## src/rtl/des_pkg.sv

```systemverilog
// Shared DES round constants: E expansion and P permutation tables, controller
// state encoding, and the pure bit-permutation helpers used by the round datapath.
package des_pkg;

  localparam int ROUNDS_DEF = 16;

  // Tables use DES numbering: bit 1 is the MSB of the source word.
  localparam int E_TABLE [48] = '{
    32,  1,  2,  3,  4,  5,  4,  5,  6,  7,  8,  9,
     8,  9, 10, 11, 12, 13, 12, 13, 14, 15, 16, 17,
    16, 17, 18, 19, 20, 21, 20, 21, 22, 23, 24, 25,
    24, 25, 26, 27, 28, 29, 28, 29, 30, 31, 32,  1
  };

  localparam int P_TABLE [32] = '{
    16,  7, 20, 21, 29, 12, 28, 17,  1, 15, 23, 26,  5, 18, 31, 10,
     2,  8, 24, 14, 32, 27,  3,  9, 19, 13, 30,  6, 22, 11,  4, 25
  };

  typedef enum logic [1:0] {IDLE, ISSUE, WAIT, DONE} state_e;

  function automatic logic [47:0] des_expand(input logic [31:0] r);
    logic [47:0] e;
    e = '0;
    for (int i = 0; i < 48; i++) e[47-i] = r[32-E_TABLE[i]];
    return e;
  endfunction

  function automatic logic [31:0] des_pbox(input logic [31:0] s);
    logic [31:0] p;
    p = '0;
    for (int i = 0; i < 32; i++) p[31-i] = s[32-P_TABLE[i]];
    return p;
  endfunction

endpackage

```

## src/rtl/des_round_ctrl.sv

```systemverilog
// Sequences the DES Feistel rounds around an external S-box compression unit,
// one subkey fetch and one scomp transaction per round.
module des_round_ctrl
  import des_pkg::*;
#(
  parameter int ROUNDS        = ROUNDS_DEF,
  parameter int SCOMP_TIMEOUT = 15
) (
  input  logic        clk_in,
  input  logic        rst_in,
  input  logic [63:0] blk_in,
  input  logic        blk_in_valid,
  input  logic        decrypt_in,
  output logic        blk_in_ready,
  output logic [3:0]  subkey_idx_out,
  input  logic [47:0] subkey_in,
  output logic [47:0] s_data_out,
  output logic        s_data_out_valid,
  input  logic [31:0] scomp_in,
  input  logic        scomp_in_valid,
  output logic [63:0] blk_out,
  output logic        blk_out_valid,
  input  logic        blk_out_ready,
  output logic        err_out
);

  localparam int TW = $clog2(SCOMP_TIMEOUT + 1);

  state_e          state_q, state_d;
  logic [31:0]     l_q, l_d, r_q, r_d;
  logic            mode_q, mode_d;
  logic [3:0]      round_q, round_d;
  logic [TW-1:0]   timer_q, timer_d, timer_inc;
  logic [47:0]     sdata_q, sdata_d, issue_data;
  logic [3:0]      issue_idx;
  logic            timeout;

  assign issue_idx  = mode_q ? (4'(ROUNDS - 1) - round_q) : round_q;
  assign issue_data = des_expand(r_q) ^ subkey_in;
  assign timer_inc  = timer_q + 1'b1;
  // A response arriving on the last allowed cycle still completes the round.
  assign timeout    = (state_q == WAIT) && !scomp_in_valid &&
                      (timer_inc == TW'(SCOMP_TIMEOUT));

  always_ff @(posedge clk_in or posedge rst_in) begin
    if (rst_in) begin
      state_q <= IDLE;
      l_q     <= '0;
      r_q     <= '0;
      mode_q  <= 1'b0;
      round_q <= '0;
      timer_q <= '0;
      sdata_q <= '0;
    end else begin
      state_q <= state_d;
      l_q     <= l_d;
      r_q     <= r_d;
      mode_q  <= mode_d;
      round_q <= round_d;
      timer_q <= timer_d;
      sdata_q <= sdata_d;
    end
  end

  always_comb begin
    state_d = state_q;
    l_d     = l_q;
    r_d     = r_q;
    mode_d  = mode_q;
    round_d = round_q;
    timer_d = timer_q;
    sdata_d = sdata_q;
    unique case (state_q)
      IDLE: begin
        if (blk_in_valid) begin
          l_d     = blk_in[63:32];
          r_d     = blk_in[31:0];
          mode_d  = decrypt_in;
          round_d = '0;
          state_d = ISSUE;
        end
      end
      ISSUE: begin
        sdata_d = issue_data;
        timer_d = '0;
        state_d = WAIT;
      end
      WAIT: begin
        timer_d = timer_inc;
        if (scomp_in_valid) begin
          l_d = r_q;
          r_d = l_q ^ des_pbox(scomp_in);
          if (round_q == 4'(ROUNDS - 1)) begin
            state_d = DONE;
          end else begin
            round_d = round_q + 4'd1;
            state_d = ISSUE;
          end
        end else if (timeout) begin
          state_d = IDLE;
        end
      end
      DONE: begin
        if (blk_out_ready) state_d = IDLE;
      end
      default: state_d = IDLE;
    endcase
  end

  always_comb begin
    blk_in_ready     = (state_q == IDLE);
    s_data_out_valid = (state_q == ISSUE);
    subkey_idx_out   = (state_q == ISSUE) ? issue_idx : 4'd0;
    s_data_out       = (state_q == ISSUE) ? issue_data : sdata_q;
    // The last round's swap is undone here by presenting R16 in the upper half.
    blk_out          = {r_q, l_q};
    blk_out_valid    = (state_q == DONE);
    err_out          = timeout;
  end

endmodule
```

## config.mk

```make
export PLATFORM = sky130hd
export DESIGN_NAME = des_round_ctrl
export DESIGN_NICKNAME = d
export VERILOG_FILES = /design/src/rtl/des_pkg.sv /design/src/rtl/des_round_ctrl.sv
export SDC_FILE = /design/constraint.sdc
export NUM_CORES = 1
export LEC_CHECK = 0
export ABC_AREA = 1
export BUFFER_PORTS_ARGS = -buffer_cell sky130_fd_sc_hd__buf_2
export CORE_MARGIN = 5
export CORE_UTILIZATION = 51
export CTS_CLUSTER_DIAMETER = 120
export DETAILED_ROUTE_END_ITERATION = 16
export PLACE_DENSITY = 0.94
export SYNTH_ARGS = -nofsm -noshare
export SYNTH_HDL_FRONTEND = slang
export SYNTH_SLANG_ARGS = --single-unit
```

## constraint.sdc

```tcl
create_clock -name clk_in -period 6.2 [get_ports clk_in]
set_clock_uncertainty 0.2 [all_clocks]
set_input_delay 0.31 -clock clk_in [delete_from_list [all_inputs] [get_ports clk_in]]
set_output_delay 0.31 -clock clk_in [all_outputs]
set_load 0.02 [all_outputs]
```

==> flow_summary.toml <==
[run_status]
status = "completed"

[floorplan]
pin_count = 270
dieArea_um2 = 14000
die_x_um = 118
start_util_pct = 52.2
rows = 39
coreArea_um2 = 11500
die-height_um = 118

[cells_and_area]
fin_cells = 1147
final_cell_mix = "buf_2, nand2_1, dfrtp_1"
syn_to_final_growth_pct = 41.3
design_area_um2 = 8460
layout-drive-gt1-share_pct = 31.0
fillerInstances = 761
nets = 1149
final_common_cell = "buf_2"

[cts]
cts_tree = "done"
cts_resized = 0
cts_buffers = 17
post-cts-setup-buffers = 0
clkSinkCount = 123
hold_buffers = 55
cts_root_buf = "clkbuf_16"
cts.htree.levels = 4
worstSkewPairLatency_ns = 0.41
cts.path.max_buffers = 2
clkTransAtPathRegs_ns = 0.05

[global_routing]
grt_pass1_wl_mm = 31.7
grt_usage_pct = 27.8
first_global_vias = 6380
met3_usage_pct = 6.49
grt_max_degree = 97
busiest_layer = "met2"
antenna_found_initial = 1
grt.met2_usage_pct = 46.2
grt_remaining_overflow = 0
grt.met1_usage_pct = 32.9

[route]
ant_nets = 0
drt_iter0_markers = 640
dr.pass1.iters = 5
drc = 0
wire_per_inst_um = 17.0
vias = 6220
wirelength_mm = 19.5
vias_per_cell = 5.42

[placed_design]
dpl_cell_area_um2 = 7360
place.gp.congestion = 0.895
port_buffers = 269
dp_hpwl_mm = 12.3
dp.cells = 1061

[pwr]
total_power_uw = 5120
p_seq_share_pct = 30.5
p_sw_uw = 2450
power.share.switching_pct = 48.0
clkPwrFrac_pct = 17.8
combPwrFrac_pct = 51.7
peakVddDrop_mv = 0.380
power_density_nw_per_um2 = 605
internal-power_uw = 2660
power.leakage_uw = 0.00414

[synthesis]
yosysSeqAreaShare_pct = 51.4
yosysWarnings = 0
syn_inst = 682
syn-num-nets = 839
ys_ff_latch = 123
syn_area_um2 = 5990
syn_area_per_cell_um2 = 8.78
ys_types = 26

[sta]
rsz0062_at_grt = "false"
fin_crit_ns = 3.34
final_hold_viol_count = 0
holdWs_ns = 0.00731
worstMarginPinSlew_ns = 0.899
setup_viol = 0
max_freq_mhz = 299
drv_slew = 0
fin_crit_sh_pct = 53.9
fin_setup_tns_ns = 0
slew_headroom_pct = 40.1

[setup_path]
critical_path.max_stage_delay_ns = 0.57
cp_data_required_time_ns = 5.69
r2r_setup_slack_ns = 3.18
crit_chain = "inv_1 -> ha_2 -> inv_2 -> buf_4 -> nor3_1 -> buf_2"
end_kind = "output port"
crit_path_start_kind = "flip-flop"
cp_slowest_cell = "ha_2"
crit_path_max_fanout = 45
arrival_ns = 2.83
critPathKind = "reg2out"

[job]
max_cap_viol_count = 0

[worst_hold_path]
hp-class = "in2reg"
logic make-up after synthesis:
logic type	share of synthesized area, %
buf+inv	4.52
compound gates	13.8
fa+ha+maj	1.46
simple gates	16.3
xor+xnor	12.4
flops	51.4
cell usage after synthesis:
library cell | count | area (um^2)
nand2_2 | 1 | 6.26
or2_1 | 1 | 6.26
nor3_1 | 2 | 10.0
buf_6 | 5 | 56.3
nor2_1 | 73 | 274
nand3b_1 | 1 | 7.51
clkbuf_2 | 2 | 10.0
o22ai_1 | 2 | 12.5
ha_1 | 7 | 87.6
inv_1 | 17 | 63.8
dfrtp_1 | 123 | 3080
o21ai_1 | 11 | 55.1
nand2_1 | 164 | 616
clkbuf_1 | 24 | 90.1
a21oi_1 | 1 | 5.00
o21ai_0 | 108 | 541
buf_4 | 1 | 7.51
nand4_1 | 1 | 6.26
or2_2 | 1 | 6.26
xor2_1 | 33 | 289
nand3_1 | 9 | 45.0
xnor2_1 | 52 | 455
buf_2 | 7 | 35.0
inv_2 | 2 | 7.51
a31oi_1 | 33 | 206
o21ai_2 | 1 | 8.76
flip-flops by register name, indices dropped and copies added, names as in the netlist:
signal / cells
timer_q: 4
state_q: 2
r_q: 32
sdata_q: 48
mode_q: 1
round_q: 4
l_q: 32
critical path: cells and delay by family, from the launching register on:
family	cells	cell delay, ns
buffers and inverters	4	1.22
adders and majority gates	1	0.57
DFF	1	0.42
and+or+nand+nor	1	0.21
power groups by stage:
stage | clock [uW] | combinational (uW) | sequential, uW
2_1_floorplan | 0 | 1570 | 1730
3_3_place_gp | 0 | 2470 | 1530
3_5_place_dp | 0 | 2560 | 1550
4_1_cts | 922 | 2600 | 1550
5_1_grt | 958 | 2900 | 1610
6_report | 910 | 2650 | 1560
through the flow:
stage                     util [%]  setup slack, ns
final                         73.8             2.86
after global routing          73.8             2.68
after CTS                     73.7             2.91
after detailed placement      64.2             3.29
after global placement        64.2             3.41
after floorplan                  -             2.42
metal layers:
layer / vias up / wire, um
li1: 2846 / -
met1: 2907 / 7170
met2: 375 / 9810
met3: 92 / 1610
met4: 0 / 944
met5: - / 0
worst paths after layout:
check | depth (start not counted) | endpoint | start
min in group asynchronous | 3 | sdata_q[21] | rst_in
max in group asynchronous | 4 | sdata_q[14] | rst_in
worst max register to register | 9 | round_q[2] | state_q[0]
worst min-delay path | 3 | r_q[26] | blk_in[26]
worst min register to register | 2 | sdata_q[2] | sdata_q[2]
worst max-delay path | 6 | err_out | state_q[0]
final cells by class:
| cell class | instances | area, um^2 | area share, % |
|---|---|---|---|
| Clock inverter | 8 | 70.1 | 0.828 |
| Antenna cell | 1 | 2.50 | 0.0296 |
| Clock buffer | 22 | 474 | 5.61 |
| Inverter | 19 | 73.8 | 0.873 |
| Timing Repair Buffer | 330 | 1940 | 23.0 |
| Sequential cell | 123 | 3080 | 36.4 |
| Multi-Input combinational cell | 501 | 2640 | 31.2 |
| Tap cell | 143 | 179 | 2.12 |
(Power assumes the default switching activity.)
